File: config.mk
export PLATFORM = sky130hd
export DESIGN_NAME = fir_pipe_param
export DESIGN_NICKNAME = d
export VERILOG_FILES = /design/src/rtl/fir_pipe_param.sv
export SDC_FILE = /design/constraint.sdc
export NUM_CORES = 1
export LEC_CHECK = 0
export BUFFER_PORTS_ARGS = -buffer_cell sky130_fd_sc_hd__buf_2
export CAP_MARGIN = 20
export CORE_MARGIN = 3
export CORE_UTILIZATION = 30
export CTS_BUF_LIST = sky130_fd_sc_hd__clkbuf_4
export CTS_CLUSTER_SIZE = 28
export DETAILED_ROUTE_END_ITERATION = 8
export GPL_ROUTABILITY_DRIVEN = 0
export PLACE_DENSITY_LB_ADDON = 0.05
export SLEW_MARGIN = 20
export SYNTH_ARGS = -nofsm -noshare
export SYNTH_HDL_FRONTEND = slang
export SYNTH_SLANG_ARGS = --single-unit
File: constraint.sdc
create_clock -name clk -period 6 [get_ports clk]
set_clock_uncertainty 0.05 [all_clocks]
set_input_delay 0 -clock clk [delete_from_list [all_inputs] [get_ports clk]]
set_output_delay 0 -clock clk [all_outputs]
set_load 0.02 [all_outputs]
File: src/rtl/fir_pipe_param.sv
// Parameterised direct-form FIR with double-buffered coefficients and a single
// pipeline cutset after the first CUT taps; fixed two-cycle latency.
module fir_pipe_param #(
    parameter int DATA_W = 8,
    parameter int COEF_W = 8,
    parameter int TAPS   = 5,
    parameter int CUT    = 2,
    localparam int OUT_W = DATA_W + COEF_W + $clog2(TAPS),
    localparam int AW    = $clog2(TAPS)
) (
    input  logic                     clk,
    input  logic                     rst,
    input  logic                     in_valid,
    input  logic signed [DATA_W-1:0] in_data,
    input  logic                     coef_we,
    input  logic        [AW-1:0]     coef_addr,
    input  logic signed [COEF_W-1:0] coef_data,
    input  logic                     coef_swap,
    output logic                     out_valid,
    output logic signed [OUT_W-1:0]  out_data
);
    localparam int PW = DATA_W + COEF_W;
    localparam int NB = TAPS - CUT;

    logic signed [COEF_W-1:0] shadow [TAPS];
    logic signed [COEF_W-1:0] active [TAPS];
    logic signed [DATA_W-1:0] hist   [TAPS-1];
    logic signed [DATA_W-1:0] taps_x [TAPS];
    logic signed [DATA_W-1:0] s1_x   [NB];
    logic signed [COEF_W-1:0] s1_h   [NB];
    logic signed [PW-1:0]     prod1;
    logic signed [PW-1:0]     prod2;
    logic signed [OUT_W-1:0]  s1_sum;
    logic signed [OUT_W-1:0]  sum1;
    logic signed [OUT_W-1:0]  sum2;
    logic                     s1_valid;
    logic                     coef_hit;

    assign coef_hit = coef_we && ({1'b0, coef_addr} < (AW+1)'(TAPS));

    // taps_x[k] is x[n-k] for the sample currently on in_data
    always_comb begin
        taps_x[0] = in_data;
        for (int k = 1; k < TAPS; k++) begin
            taps_x[k] = hist[k-1];
        end
    end

    always_comb begin
        sum1  = '0;
        prod1 = '0;
        for (int k = 0; k < CUT; k++) begin
            prod1 = active[k] * taps_x[k];
            sum1  = sum1 + OUT_W'(prod1);
        end
    end

    // Second stage uses its own captured samples and coefficients, so a bank
    // swap or idle gap after acceptance cannot disturb an in-flight result.
    always_comb begin
        sum2  = s1_sum;
        prod2 = '0;
        for (int j = 0; j < NB; j++) begin
            prod2 = s1_h[j] * s1_x[j];
            sum2  = sum2 + OUT_W'(prod2);
        end
    end

    always_ff @(posedge clk) begin
        if (rst) begin
            shadow    <= '{default: '0};
            active    <= '{default: '0};
            hist      <= '{default: '0};
            s1_x      <= '{default: '0};
            s1_h      <= '{default: '0};
            s1_sum    <= '0;
            s1_valid  <= 1'b0;
            out_valid <= 1'b0;
            out_data  <= '0;
        end else begin
            if (coef_hit) begin
                shadow[coef_addr] <= coef_data;
            end
            // Non-blocking copy: a same-cycle write is not seen by the swap
            if (coef_swap) begin
                active <= shadow;
            end
            if (in_valid) begin
                hist[0] <= in_data;
                for (int i = 1; i < TAPS - 1; i++) begin
                    hist[i] <= hist[i-1];
                end
                for (int j = 0; j < NB; j++) begin
                    s1_x[j] <= taps_x[CUT+j];
                    s1_h[j] <= active[CUT+j];
                end
                s1_sum <= sum1;
            end
            s1_valid  <= in_valid;
            out_valid <= s1_valid;
            if (s1_valid) begin
                out_data <= sum2;
            end
        end
    end

endmodule
### Yosys cells after proc, flatten, opt, wreduce, memory -nomap -nowiden

Index checks and enable logic that the tools add are counted.

| cells by class | value |
|---|---|
| add/sub/neg operators | 4 |
| $mul | 5 |
| $lt $le $gt $ge | 3 |
| multiplexer cells | 3 |
| bitwise logic cells | 1 |
| reductions and logical operators | 2 |

Operators with widths:

| kind | number |
|---|---|
| $mul A8 B8 Y16 | 5 |
| $add A19 B16 Y19 | 3 |
| $bwmux W40 | 1 |
| $demux W8 S3 | 1 |
| $add A16 B16 Y17 | 1 |
| $mux W8 | 1 |
| $ge A4 B4 Y1 const B | 1 |
| $lt A4 B1 Y1 const B | 1 |
| $not A3 Y4 | 1 |
| $lt A3 B3 Y1 const B | 1 |
| $logic_and A1 B1 Y1 | 2 |

| storage, ports and cells | value |
|---|---|
| flip-flop bits (word level) | 184 |
| bits of input ports | 24 |
| word-level logic and storage cells | 40 |

### Longest topological paths before layout

Gate-level depths: netlist of the first run.

| depth | value |
|---|---|
| depth in word-level cells | 6 |
| mapped depth | 23 |
| mapped depth without buffers | 22 |

### Worst setup path before layout of the first run

Ideal clock, no wire load.

| timing path | value |
|---|---|
| path type | register to register |
| from | reg s1_x[1] (netlist bit) |
| to | reg out_data[18] |
| setup time | 86 ps |
| arrival | 5958 ps |
| data required time | 5864 ps |
| slack | -94 ps |
| cell stages (with the launch flop) | 22 |
| path through | dfxtp_1 > clkbuf_1 > nand2_1 > fa_1 > inv_1 > fa_1 > inv_1 > fa_1 > inv_1 > fa_1 > inv_1 > fa_1 > fa_1 > fa_1 > inv_1 > ha_1 > and4_1 > a21oi_1 > o221ai_1 > a41oi_1 > xnor2_1 > a211oi_1 |

| on the way | value |
|---|---|
| cells in the longest elaborated chain, start to end | 2 |

RTL lines:

| element | line | RTL |
|---|---|---|
| start: declaration | 29 | `logic signed [DATA_W-1:0] s1_x [NB];` |
| start signal: indexed assignment | 94 | `s1_x[j] <= taps_x[CUT+j];` |
| $mul A8 B8 Y16 | 64 | `prod2 = s1_h[j] * s1_x[j];` |
| $add A19 B16 Y19 | 65 | `sum2 = sum2 + OUT_W'(prod2);` |
| end signal: assignment | 102 | `out_data <= sum2;` |
| end: declaration | 20 | `output logic signed [OUT_W-1:0] out_data` |

No other way between the ends.
A chain may end at the register's enable or synchronous reset.

### Worst setup path in the final report of the first run

| timing path | value |
|---|---|
| from | reg s1_h[15] (netlist bit) |
| to | reg out_data[18] |

| on the way | value |
|---|---|
| cells in the longest elaborated chain, start to end | 3 |

RTL lines:

| element | line | RTL |
|---|---|---|
| start: declaration | 30 | `logic signed [COEF_W-1:0] s1_h [NB];` |
| start signal: indexed assignment | 95 | `s1_h[j] <= active[CUT+j];` |
| $mul A8 B8 Y16 | 64 |  |
| $add A19 B16 Y19 (2 in series) | 65 |  |

No other way between the ends.

==> summary.md, run 1 <==
| Metric | Value |
|---|---|
| CP Capture Point | out_data[18] |
| Syn avg cell area | 9.64 µm² |
| Largest net degree at the start of global routing | 93 |
| Cts bufs inserted | 17 |
| Commonest non-fill, non-tap cells in the layout | inv_1, fa_1, nor2_1 |
| Antenna violations before repair | 2 |
| Wire length per cell | 17.9 µm |
| Commonest non-fill, non-tap cell in the layout | inv_1 |
| Die height | 270 µm |
| DP Cell Count | 3200 |
| Worst min-delay path class | input pin to flip-flop |
| Setup slack after layout | -1.96 ps |
| Area occupied by multi-input gates | 15500 µm² |
| Max-cap violations | 0 |
| Global route hottest layer | met1 |
| Floorplan row count | 96 |
| Critical path startpoint | s1_h[15] |
| Non-Filler Instances | 3309 |
| CTS clk-pin slew, worst paths | 180 ps |
| Fraction of layout cells with a size suffix above 1 | 0.178 |
| Post-synth top area share | 0.381 |
| R2R cell count | 23 |
| CTS Buffer Depth | 2 |
| Status | complete, but fails checks |
| CP max stage cell | fa_1 |
| Final period util | 1.00 |
| Cell mode on critical path | fa_1 |
| CP peak stage delay | 600 ps |
| IO buf count | 43 |
| Critical-path cell list | buf_6 > buf_12 > nand2_2 > fa_1 > inv_2 > fa_2 > buf_6 > fa_1 > fa_1 > inv_2 > fa_1 > inv_2 > fa_1 > inv_2 > fa_1 > inv_2 > ha_4 > and4_4 > a21oi_2 > o221ai_2 > a41oi_2 > xnor2_1 > a211oi_1 |
| Crit path DAT | 6520 ps |
| Die ar. | 72800 µm² |
| Area of the mapped netlist | 20900 µm² |
| CP Buf/Inv Count | 8 |
| # IOs | 44 |
| GR Util met2 | 0.258 |
| Reg2Reg Launch Point | s1_h[15] |
| Power Density | 106 nW/µm² |
| Worst reg2reg endpoint | out_data[18] |
| Final hold slack | 142 ps |
| First-pass GRT wire length | 95300 µm |
| Failing checks | setup timing |
| Leak Pwr | 11.7 nW |
| Post-DP HPWL | 49400 µm |
| DRC Markers | 0 |
| Post-synthesis sequential area ratio | 0.174 |
| Syn Nets | 2734 |
| Initial core utilization | 0.303 |
| Post-synth ARST share | 0 |
| Nets | 2932 |
| Synth Instances | 2166 |
| Die X | 270 µm |
| Clock sink count | 182 |
| R2R setup slack | -2 ps |
| WP data required | 6520 ps |
| YS warnings | 0 |
| DR iter-0 viols | 537 |
| Worst Min Path Start | coef_data[3] |
| Worst setup EP type | flip-flop |
| Largest delay share family, worst path | adder cells |
| Total wire length | 59400 µm |
| Synth area leaders | fa_1, dfxtp_1, ha_1 |
| Area leader, netlist | fa_1 |
| Synth Flop Type | dfxtp_1 |
| WS Path Type | flip-flop to flip-flop |
| DRT Pass-1 Iters | 4 |
| Startpoint types | flip-flop |
| Tot GR Track Use | 0.171 |
| Worst skew pair latency | 700 ps |
| Vias per Instance | 4.30 |
| Post-synthesis register bit count | 182 |
| RSZ-0062 raised after global routing | yes |
| Post-synth EDFFs | 0 |
| GRT met1 Usage | 0.266 |
| Worst path depth | 23 |
| Layout fillers | 7042 |
| Pins over their slew limit | 0 |
| Clock root buffer | clkbuf_4 |
| Slew HR | 0.304 |
| Worst-path fanout max | 5 |
| Core region area | 68800 µm² |
| Fmax | 167 MHz |
| CTS tree | built |
| Final hold vios | 0 |
| Min cycle time layout | 6000 ps |
| Final total power | 0.00262 W |
| VDD IR max | 158 µV |
| GRT overflow | 0 |
| Place WS | -360 ps |
| Tightest Pin Transition | 1040 ps |
| Setup_tns | -1.96 ps |
| Vias | 14200 |
| CTS H-tree depth | 4 |
| Grt met3 use | 0.0237 |
| Final ANT Viol Nets | 0 |
| Final Setup Violations | 1 |
| Area Overhead vs Synth | 17.9% |
| Sequential Area | 3750 µm² |
| Cell variety after synth | 62 |
| Vias in the first global route | 15700 |
## Yosys cell counts, types with 10 or more instances
cell	count
clkbuf_1	65
a21oi_1	37
fa_1	398
ha_1	146
dfxtp_1	182
xnor2_1	28
nand2b_1	21
nand2_1	169
inv_1	484
and2_1	161
a21o_1	10
mux2i_1	146
buf_1	11
nor2_1	194
## timing repair
action	4_1_cts	5_1_grt
buffers inserted	22	6
gates resized for setup	124	97
hold buffers	50	0
endpoints found under the setup margin	11	15
pin swaps	70	47
endpoints found under the hold margin	146	0
## area by class of cell
| cell class | instances | area share |
|---|---|---|
| clock inverters | 12 | 0.00381 |
| inverters | 487 | 0.0747 |
| repair buffers | 262 | 0.0846 |
| clock buffers | 20 | 0.00610 |
| flip-flops and latches | 182 | 0.152 |
| multi-input cells | 1414 | 0.631 |
| diodes | 1 | 0.000102 |
| well taps | 931 | 0.0473 |
## metal layers
metal | share of wire | wire length [µm]
met5 | 0 | 0
met4 | 0.0076 | 452
met3 | 0.020 | 1160
met2 | 0.44 | 26100
met1 | 0.53 | 31700
## power by group
| part | internal [W] | switching, W | total (W) | leakage (nW) |
|---|---|---|---|---|
| combinational | 0.000280 | 0.000377 | 0.000657 | 10.0 |
| clock | 0.000183 | 0.000502 | 0.000684 | 0.126 |
| sequential | 0.00123 | 0.0000404 | 0.00127 | 1.50 |
| total | 0.00170 | 0.000919 | 0.00262 | 11.7 |
## flip-flops by register name (all words and copies together) (netlist names)
name,flops
active,40
hist,16
out_data,19
out_valid,1
s1_h,24
s1_sum,17
s1_valid,1
s1_x,24
shadow,40
## through the flow
step	cell area [µm²]	utilization
global route	24600	0.358
detailed placement	23000	0.335
global placement	23000	0.335
floorplan	20900	-
finish	24600	0.358
CTS	24300	0.353
## worst min path at each step
stage,slack (ps),end,depth (start not counted)
6_report,140,shadow[11],4
3_3_place_gp,210,hist[31],3
3_5_place_dp,220,hist[31],3
2_1_floorplan,90,shadow[10],2
4_1_cts,30,shadow[11],4
5_1_grt,50,shadow[9],4
## cells by family (layout without fill, tap and decap cells)
| group | count (synthesis) | in the layout | synth area share |
|---|---|---|---|
| AND/OR/NAND/NOR | 583 | 583 | 0.132 |
| XOR/XNOR | 38 | 38 | 0.0177 |
| buffers and inverters | 570 | 781 | 0.104 |
| AO/OA/AOI/OAI | 103 | 103 | 0.0332 |
| flip-flops | 182 | 182 | 0.174 |
| multiplexers | 146 | 146 | 0.0700 |
| other | 0 | 1 | 0 |
| adder cells (fa/ha/maj) | 544 | 544 | 0.469 |
## worst register-to-register path, delay by kind of cell (launching register included)
family | cells | cell delay (ps)
fa+ha+maj | 8 | 3970
buf+inv | 8 | 620
compound gates | 4 | 510
flops | 1 | 410
simple gates | 2 | 210
xor+xnor | 1 | 130
No activity file was read; power rests on OpenSTA's default activity.
==> run 2: changes to the inputs <==
--- a/config.mk
+++ b/config.mk
@@ -14,7 +14,8 @@
 export DETAILED_ROUTE_END_ITERATION = 8
 export GPL_ROUTABILITY_DRIVEN = 0
 export PLACE_DENSITY_LB_ADDON = 0.05
-export SLEW_MARGIN = 20
+export SETUP_SLACK_MARGIN = 0.1
+export SLEW_MARGIN = 30
 export SYNTH_ARGS = -nofsm -noshare
 export SYNTH_HDL_FRONTEND = slang
 export SYNTH_SLANG_ARGS = --single-unit
==> run 2 against run 1 <==
Critical endpoint unchanged. Global-route usage up 0.12 points. Via count up 0.27%. The flow now finishes without violations. Cell area up 0.52%. Sequential power about the same. Clock power up 22%. Register-to-register slack better by 20 ps. Largest power group unchanged. Critical path depth down 1. First-iteration DRC count down 1.1%. Die area unchanged. Combinational power up 2%. Sequential cell count unchanged.
==> summary.md, run 2 (synthesized netlist as in run 1, its figures left out) <==
| Metric | Value |
|---|---|
| Status | finished clean |
| Vias per Instance | 4.31 |
| Layout fillers | 7029 |
| Largest delay share family, worst path | adder cells |
| CTS clk-pin slew, worst paths | 170 ps |
| Power Density | 112 nW/µm² |
| Clock sink count | 182 |
| WS Path Type | flip-flop to flip-flop |
| Final ANT Viol Nets | 0 |
| Clock root buffer | clkbuf_4 |
| # IOs | 44 |
| Cts bufs inserted | 17 |
| Wire length per cell | 18.1 µm |
| Fraction of layout cells with a size suffix above 1 | 0.178 |
| Worst min-delay path class | input pin to flip-flop |
| CTS tree | built |
| Tightest Pin Transition | 798 ps |
| Final period util | 0.996 |
| CP max stage cell | fa_2 |
| GRT overflow | 0 |
| Final Setup Violations | 0 |
| Hold Path Depth | 4 |
| Post-DP HPWL | 49600 µm |
| Max-cap violations | 0 |
| CTS Buffer Depth | 2 |
| Critical-path cell list | buf_6 > buf_4 > nand2_1 > fa_1 > inv_1 > fa_2 > fa_1 > fa_1 > inv_2 > fa_1 > inv_2 > fa_2 > inv_2 > fa_1 > inv_2 > ha_4 > and4_4 > nand2_2 > o221ai_2 > a41oi_2 > xnor2_1 > a211oi_1 |
| Startpoint types | flip-flop |
| Worst path depth | 22 |
| Final total power | 0.00278 W |
| Nets | 2935 |
| Commonest non-fill, non-tap cells in the layout | inv_1, fa_1, nor2_1 |
| Worst-path fanout max | 4 |
| Cell mode on critical path | fa_1 |
| DRC Markers | 0 |
| Commonest non-fill, non-tap cell in the layout | inv_1 |
| Largest net degree at the start of global routing | 99 |
| Area Overhead vs Synth | 18.5% |
| Leak Pwr | 11.8 nW |
| CTS H-tree depth | 4 |
| Die ar. | 72800 µm² |
| Worst skew pair latency | 740 ps |
| Vias | 14300 |
| Non-Filler Instances | 3314 |
| Final hold vios | 0 |
| Antenna violations before repair | 2 |
| Crit path DAT | 6580 ps |
| Largest regs | active: 40 flops, shadow: 40 flops |
| VDD IR max | 132 µV |
| Core region area | 68800 µm² |
| RSZ-0062 raised after global routing | yes |
| IO buf count | 43 |
| Final hold slack | 91.6 ps |
| Fmax | 167 MHz |
| Place WS | -400 ps |
| First-pass GRT wire length | 95200 µm |
| Die height | 270 µm |
| DRT Pass-1 Iters | 5 |
| Final core occ | 0.360 |
| Worst setup EP type | flip-flop |
| DP Cell Count | 3203 |
| Min cycle time layout | 5980 ps |
| Initial core utilization | 0.303 |
| Pins over their slew limit | 0 |
| Tot GR Track Use | 0.173 |
| Total wire length | 60000 µm |
| Slew HR | 0.468 |
| WP data required | 6600 ps |
| CP Buf/Inv Count | 7 |
| R2R cell count | 22 |
| Vias in the first global route | 15400 |
| DR iter-0 viols | 531 |
| Floorplan row count | 96 |
| Setup slack after layout | 22.5 ps |
| CP peak stage delay | 620 ps |
| Die X | 270 µm |
==> run 2: changes by cell type in the layout (fill, tap and decap cells not counted), moves of 4 or more <==
cell,delta
clkinv_2,+5
dlygate4sd3_1,-4
fa_2,-4
clkinvlp_4,-4
dfxtp_4,-7
nand2_1,+5
dfxtp_2,+6
buf_6,+4
fa_1,+4
nand2_2,-5
==> run 2: area by class of cell <==
type | count | area [µm²] | area share
multi-input combinational | 1414 | 15500 | 0.628
sequential | 182 | 3730 | 0.151
timing repair buffer | 265 | 2150 | 0.0870
inverter | 487 | 1840 | 0.0742
tap | 931 | 1160 | 0.0471
clock inverter | 15 | 194 | 0.00783
clock buffer | 17 | 128 | 0.00516
antenna | 3 | 7.51 | 0.000303
==> run 2: final timing paths <==
check               startpoint           end  slack [ps]
setup / recovery      s1_h[15]  out_data[18]          20
hold / removal    coef_data[0]    shadow[16]          90
setup reg to reg      s1_h[15]  out_data[18]          20
hold reg to reg     shadow[15]    shadow[15]         420
==> run 2: report_power, final <==
group / switching, W / internal (W)
registers: 0.0000415 / 0.00124
clock network: 0.000535 / 0.000301
logic: 0.000381 / 0.000288
==> run 2: worst min-delay path, stage by stage <==
cell and delay (ps):
dlygate4sd3_1 520, buf_2 170, mux2i_1 90, nor2_1 70
==> run 2: what timing repair did <==
| item | CTS | global route |
|---|---|---|
| endpoints found under the hold margin | 160 | 0 |
| cloned | 0 | 0 |
| hold buffers | 47 | 0 |
| pin swaps | 76 | 32 |
| setup buffers | 23 | 7 |
| gates resized for setup | 153 | 46 |
| endpoints found under the setup margin | 14 | 19 |
==> run 2: per-stage QoR <==
step | instance area (µm²) | setup TNS (ps)
2_1_floorplan | 20900 | 0
3_3_place_gp | 23100 | -3020
3_5_place_dp | 23100 | -2520
4_1_cts | 24600 | -34.5
5_1_grt | 24800 | -971
6_report | 24800 | 0
==> run 2: per-layer routing <==
metal / vias to the layer above / share of wire / GRT usage / routed length (µm)
li1: 6896 / - / - / -
met1: 7210 / 0.52 / 0.263 / 31100
met2: 152 / 0.44 / 0.259 / 26300
met3: 20 / 0.034 / 0.0311 / 2060
met4: 0 / 0.0080 / 0.0261 / 478
met5: - / 0 / 0 / 0
